--- src/rtl/div_share_sched.sv ---
// Shared restoring divider fronted by a two-requester round-robin scheduler.
// One job in flight at a time; the response is tagged with the requester id and held until taken.
module div_share_sched #(
    parameter int unsigned WIDTH = 4
) (
    input  logic             clk,
    input  logic             rst,
    input  logic             req0_valid,
    output logic             req0_ready,
    input  logic [WIDTH-1:0] req0_dividend,
    input  logic [WIDTH-1:0] req0_divisor,
    input  logic             req1_valid,
    output logic             req1_ready,
    input  logic [WIDTH-1:0] req1_dividend,
    input  logic [WIDTH-1:0] req1_divisor,
    output logic             resp_valid,
    input  logic             resp_ready,
    output logic             resp_id,
    output logic [WIDTH-1:0] resp_quotient,
    output logic [WIDTH-1:0] resp_remainder,
    output logic             resp_dbz,
    output logic             busy
);

    localparam int unsigned CW = (WIDTH > 2) ? $clog2(WIDTH) : 1;

    typedef enum logic [1:0] {IDLE, CALC, DONE} state_t;

    state_t           state_q;
    logic             prio_q;
    logic [CW-1:0]    cnt_q;
    logic [WIDTH-1:0] rem_q;
    logic [WIDTH-1:0] quo_q;
    logic [WIDTH-1:0] dsr_q;
    logic             id_q;
    logic             dbz_q;
    logic             valid_q;
    logic             busy_q;

    logic             grant0_c;
    logic             grant1_c;
    logic             accept_c;
    logic [WIDTH-1:0] dvd_sel_c;
    logic [WIDTH-1:0] dsr_sel_c;
    logic [WIDTH:0]   shift_c;
    logic [WIDTH:0]   trial_c;
    logic [WIDTH-1:0] rem_d;
    logic [WIDTH-1:0] quo_d;

    // Round-robin grant: a lone requester always wins, prio_q breaks ties.
    always_comb begin
        grant0_c  = req0_valid & (~req1_valid | ~prio_q);
        grant1_c  = req1_valid & (~req0_valid |  prio_q);
        accept_c  = (state_q == IDLE) & (req0_valid | req1_valid);
        dvd_sel_c = grant1_c ? req1_dividend : req0_dividend;
        dsr_sel_c = grant1_c ? req1_divisor  : req0_divisor;
    end

    assign req0_ready = (state_q == IDLE) & grant0_c;
    assign req1_ready = (state_q == IDLE) & grant1_c;

    // One restoring step; a negative trial (MSB set) keeps the shifted remainder.
    always_comb begin
        shift_c = {rem_q, quo_q[WIDTH-1]};
        trial_c = shift_c - {1'b0, dsr_q};
        rem_d   = trial_c[WIDTH] ? shift_c[WIDTH-1:0] : trial_c[WIDTH-1:0];
        quo_d   = {quo_q[WIDTH-2:0], ~trial_c[WIDTH]};
    end

    // resp_valid rises one cycle after entering DONE so all fields are settled first.
    always_ff @(posedge clk) begin
        if (rst) begin
            state_q <= IDLE;
            prio_q  <= 1'b0;
            cnt_q   <= '0;
            rem_q   <= '0;
            quo_q   <= '0;
            dsr_q   <= '0;
            id_q    <= 1'b0;
            dbz_q   <= 1'b0;
            valid_q <= 1'b0;
            busy_q  <= 1'b0;
        end else begin
            case (state_q)
                IDLE: begin
                    if (accept_c) begin
                        id_q   <= grant1_c;
                        prio_q <= ~grant1_c;
                        busy_q <= 1'b1;
                        if (dsr_sel_c == '0) begin
                            quo_q   <= '1;
                            rem_q   <= '1;
                            dbz_q   <= 1'b1;
                            state_q <= DONE;
                        end else begin
                            quo_q   <= dvd_sel_c;
                            rem_q   <= '0;
                            dsr_q   <= dsr_sel_c;
                            cnt_q   <= '0;
                            dbz_q   <= 1'b0;
                            state_q <= CALC;
                        end
                    end
                end
                CALC: begin
                    rem_q <= rem_d;
                    quo_q <= quo_d;
                    cnt_q <= cnt_q + CW'(1);
                    if (cnt_q == CW'(WIDTH - 1)) begin
                        state_q <= DONE;
                    end
                end
                DONE: begin
                    if (!valid_q) begin
                        valid_q <= 1'b1;
                    end else if (resp_ready) begin
                        valid_q <= 1'b0;
                        busy_q  <= 1'b0;
                        state_q <= IDLE;
                    end
                end
                default: begin
                    state_q <= IDLE;
                end
            endcase
        end
    end

    assign resp_valid     = valid_q;
    assign resp_id        = id_q;
    assign resp_quotient  = quo_q;
    assign resp_remainder = rem_q;
    assign resp_dbz       = dbz_q;
    assign busy           = busy_q;

endmodule

--- config.mk ---
export PLATFORM = sky130hd
export DESIGN_NAME = div_share_sched
export DESIGN_NICKNAME = d
export VERILOG_FILES = /design/src/rtl/div_share_sched.sv
export SDC_FILE = /design/constraint.sdc
export NUM_CORES = 1
export LEC_CHECK = 0
export ABC_AREA = 1
export BUFFER_PORTS_ARGS = -buffer_cell sky130_fd_sc_hd__buf_2
export CORE_ASPECT_RATIO = 0.7
export CORE_MARGIN = 2
export CORE_UTILIZATION = 50
export DETAILED_ROUTE_END_ITERATION = 16
export PLACE_DENSITY = 0.76
export SYNTH_ARGS = -nofsm -noshare
export SYNTH_HDL_FRONTEND = slang
export SYNTH_SLANG_ARGS = --single-unit
--- constraint.sdc ---
create_clock -name clk -period 3.66 [get_ports clk]
set_clock_uncertainty 0.1 [all_clocks]
set_input_delay 0.366 -clock clk [delete_from_list [all_inputs] [get_ports clk]]
set_output_delay 0.366 -clock clk [all_outputs]
set_load 0.05 [all_outputs]
==> impl_metrics.csv <==
group,metric,value,unit
status,outcome,"completed",
die,die_w,65.7,um
timing,drv_slew,0,
die,core,2500,sq um
logic_synthesis,synth-edff-count,0,
timing,fmax,460,MHz
clocking,htreeDepth,1,
critical_path,start_kind,"flip-flop",
logic_synthesis,synth_area_per_cell,6.63,sq um
hold_path,min_path_type,"in -> reg",
power,power_density,1020,nW/um^2
critical_path,worstPathRequired,3.19,ns
clocking,ctsRootBufferMaster,"clkbuf_8",
logic_synthesis,synth.net_count,228,
routing,wirelength,3210,um
global_route,overflow,0,
timing,hold_viol,0,
die,io_pins,35,
clocking,numCtsBuffers,3,
clocking,clock_path_buffers,2,
power,seq_power_share,0.252,
critical_path,crit_start,"state_q[1]$_SDFFE_PP0P_",
layout,fin_nets,264,
logic_synthesis,synth_cell_type_count,24,
power,ir_drop,507,uV
power,leakage,0.822,nW
timing,rsz0062_at_grt,"no",
die,die_area,3100,sq um
clocking,post_cts_buffers,0,
timing,tns,0,ns
power,combPwrFrac,0.653,
power,clockPowerShare,0.095,
timing,relSlewSlack,0.769,
placement,gp_congestion,0.833,
logic_synthesis,synth_seq_area_share,0.315,
logic_synthesis,synth.area.top_cells,"dfxtp_1 (32%), nand2_1 (16%), nand3_1 (8.3%), nor2_1 (5.9%), a21oi_1 (5.3%)",
critical_path,end_kind,"output port",
clocking,clk_latency,0.26,ns
clocking,ctsHoldBuffers,0,
routing,drt_pass1_iterations,4,
layout,final_util,0.630,
logic_synthesis,synthTopCellsByCount,"nand2_1 (57), nand3_1 (22), dfxtp_1 (21), nor2_1 (21), inv_1 (17)",
global_route,grt_first_pass_wirelength,5440,um
routing,vias,1335,
clocking,cts-resized-gates,0,
critical_path,r2r_start,"resp_quotient[3]$_SDFFE_PP0P_",
logic_synthesis,yosysWarnings,0,
clocking,clk_transition_reported_paths,0.08,ns
global_route,grt_pass1_vias,1153,
layout,n_antenna_cell,0,
placement,port_buffers,34,
timing,fin_crit,2.18,ns
placement,hpwl,2510,um
routing,wire_per_inst,11.9,um
logic_synthesis,synth_top_area_cell,"dfxtp_1",
logic_synthesis,synth-seq-cells,21,
logic_synthesis,yosys.area.top_type_share,0.315,
global_route,antenna_found_initial,0,
power,netSwitchingPower,0.896,mW
die,std_cell_rows,15,
run,cap_viol_max_count,0,
clocking,cts_tree,"done",
power,power,1.61,mW
critical_path,critPathArrivalTime,1.71,ns
timing,tightestPinTransition,0.346,ns
logic_synthesis,syn_area,1330,sq um
global_route,grt_max_degree,14,
layout,drive_gt1_frac,0.271,
critical_path,cp_max_fo,7,
die,initial_core_util,0.534,
clocking,cts_sinks,21,
routing,drtIter0Drc,129,
power,p_int,0.715,mW
power,swShare,0.556,
timing,whs,0.338,ns
logic_synthesis,yosysMostFrequentCell,"nand2_1",
routing,drc,0,
die,die_h,47.2,um
critical_path,reg2reg_slack,1.54,ns
layout,area_growth,18.0,%
logic_synthesis,synthArstFlopShare,0,
routing,ant_nets,0,
critical_path,critical_path_class,"reg -> out",
routing,vias_per_cell,4.94,
timing,setup_viol,0,
timing,min_period_over_period,0.594,
logic_synthesis,synthCells,201,
logic_synthesis,ys.flop_type,"dfxtp_1",
global_route,grt_use_total,0.236,
hold_path,min_from,"resp_ready",
-- through the flow --
step           std cells  setup slack [ns]  instance area [sq um]
3_3_place_gp         266              1.66                   1530
3_5_place_dp         266              1.64                   1530
2_1_floorplan        201              1.41                   1330
5_1_grt              270              1.31                   1570
6_report             270              1.48                   1570
4_1_cts              270              1.49                   1570
-- final timing paths --
| path | cells after the start | to |
|---|---|---|
| setup / recovery | 9 | req0_ready |
| hold / removal | 4 | state_q[1]$_SDFFE_PP0P_ |
| setup reg to reg | 11 | resp_quotient[0]$_SDFFE_PP0P_ |
| hold reg to reg | 2 | dsr_q[3]$_SDFFE_PP0P_ |
-- sequential cells by signal, indices dropped and copies added, names as in the netlist, 2 cells and up --
| name | flops |
|---|---|
| state_q | 2 |
| dsr_q | 4 |
| cnt_q | 2 |
| resp_remainder | 4 |
| resp_quotient | 4 |
-- cell type report --
class / instances / area [sq um]
Timing Repair Buffer: 34 / 170
Fill cell: 262 / 923
Sequential cell: 21 / 420
Inverter: 23 / 86.3
Clock buffer: 3 / 41.3
Tap cell: 34 / 42.5
Multi-Input combinational cell: 154 / 807
Clock inverter: 1 / 5.00
-- layer usage --
metal,vias to the layer above,GRT usage,part of all wire
met5,-,0,0
met4,0,0.0250,0.0066
met3,4,0.0647,0.080
met2,38,0.337,0.40
met1,587,0.361,0.52
li1,706,-,-
-- critical path, stage by stage, from the launching register on --
cell and delay (ns):
dfxtp_1 0.45, nor2_1 0.10, nand2_1 0.08, nand2_1 0.08
nor2_2 0.11, nand2_2 0.11, inv_2 0.14, nand2_1 0.08
inv_1 0.05, buf_2 0.25
-- kinds of logic (layout without fill, tap and decap cells) --
| family | after synthesis | in the layout | synth area share |
|---|---|---|---|
| xor gates and xnor gates | 1 | 1 | 0.00657 |
| DFF | 21 | 21 | 0.315 |
| adders and majority gates | 6 | 6 | 0.0620 |
| buffers and inverters | 26 | 61 | 0.0789 |
| AOI/OAI and AO/OA | 25 | 25 | 0.103 |
| and+or+nand+nor | 122 | 122 | 0.434 |
-- power by group through the flow --
stage	Clock (mW)	Combinational, mW	Sequential [mW]
floorplan	0	0.667	0.560
global placement	0	1.03	0.409
detailed placement	0	1.04	0.410
CTS	0.156	1.05	0.406
global route	0.168	1.17	0.419
finish	0.154	1.05	0.406
-- cell usage in the layout (no fill, tap or decap), types with 3 or more instances in the layout --
| cell | netlist | layout |
|---|---|---|
| inv_2 | 5 | 5 |
| nand2_2 | 11 | 11 |
| nor2_4 | 3 | 3 |
| clkbuf_8 | 0 | 3 |
| buf_2 | 0 | 34 |
| inv_1 | 17 | 17 |
| nand3_1 | 22 | 22 |
| nor2_1 | 21 | 21 |
| dfxtp_1 | 21 | 21 |
| ha_1 | 5 | 5 |
| a21oi_1 | 14 | 14 |
| nand2_1 | 57 | 57 |
| o21ai_0 | 7 | 7 |
(Power assumes the default switching activity.)
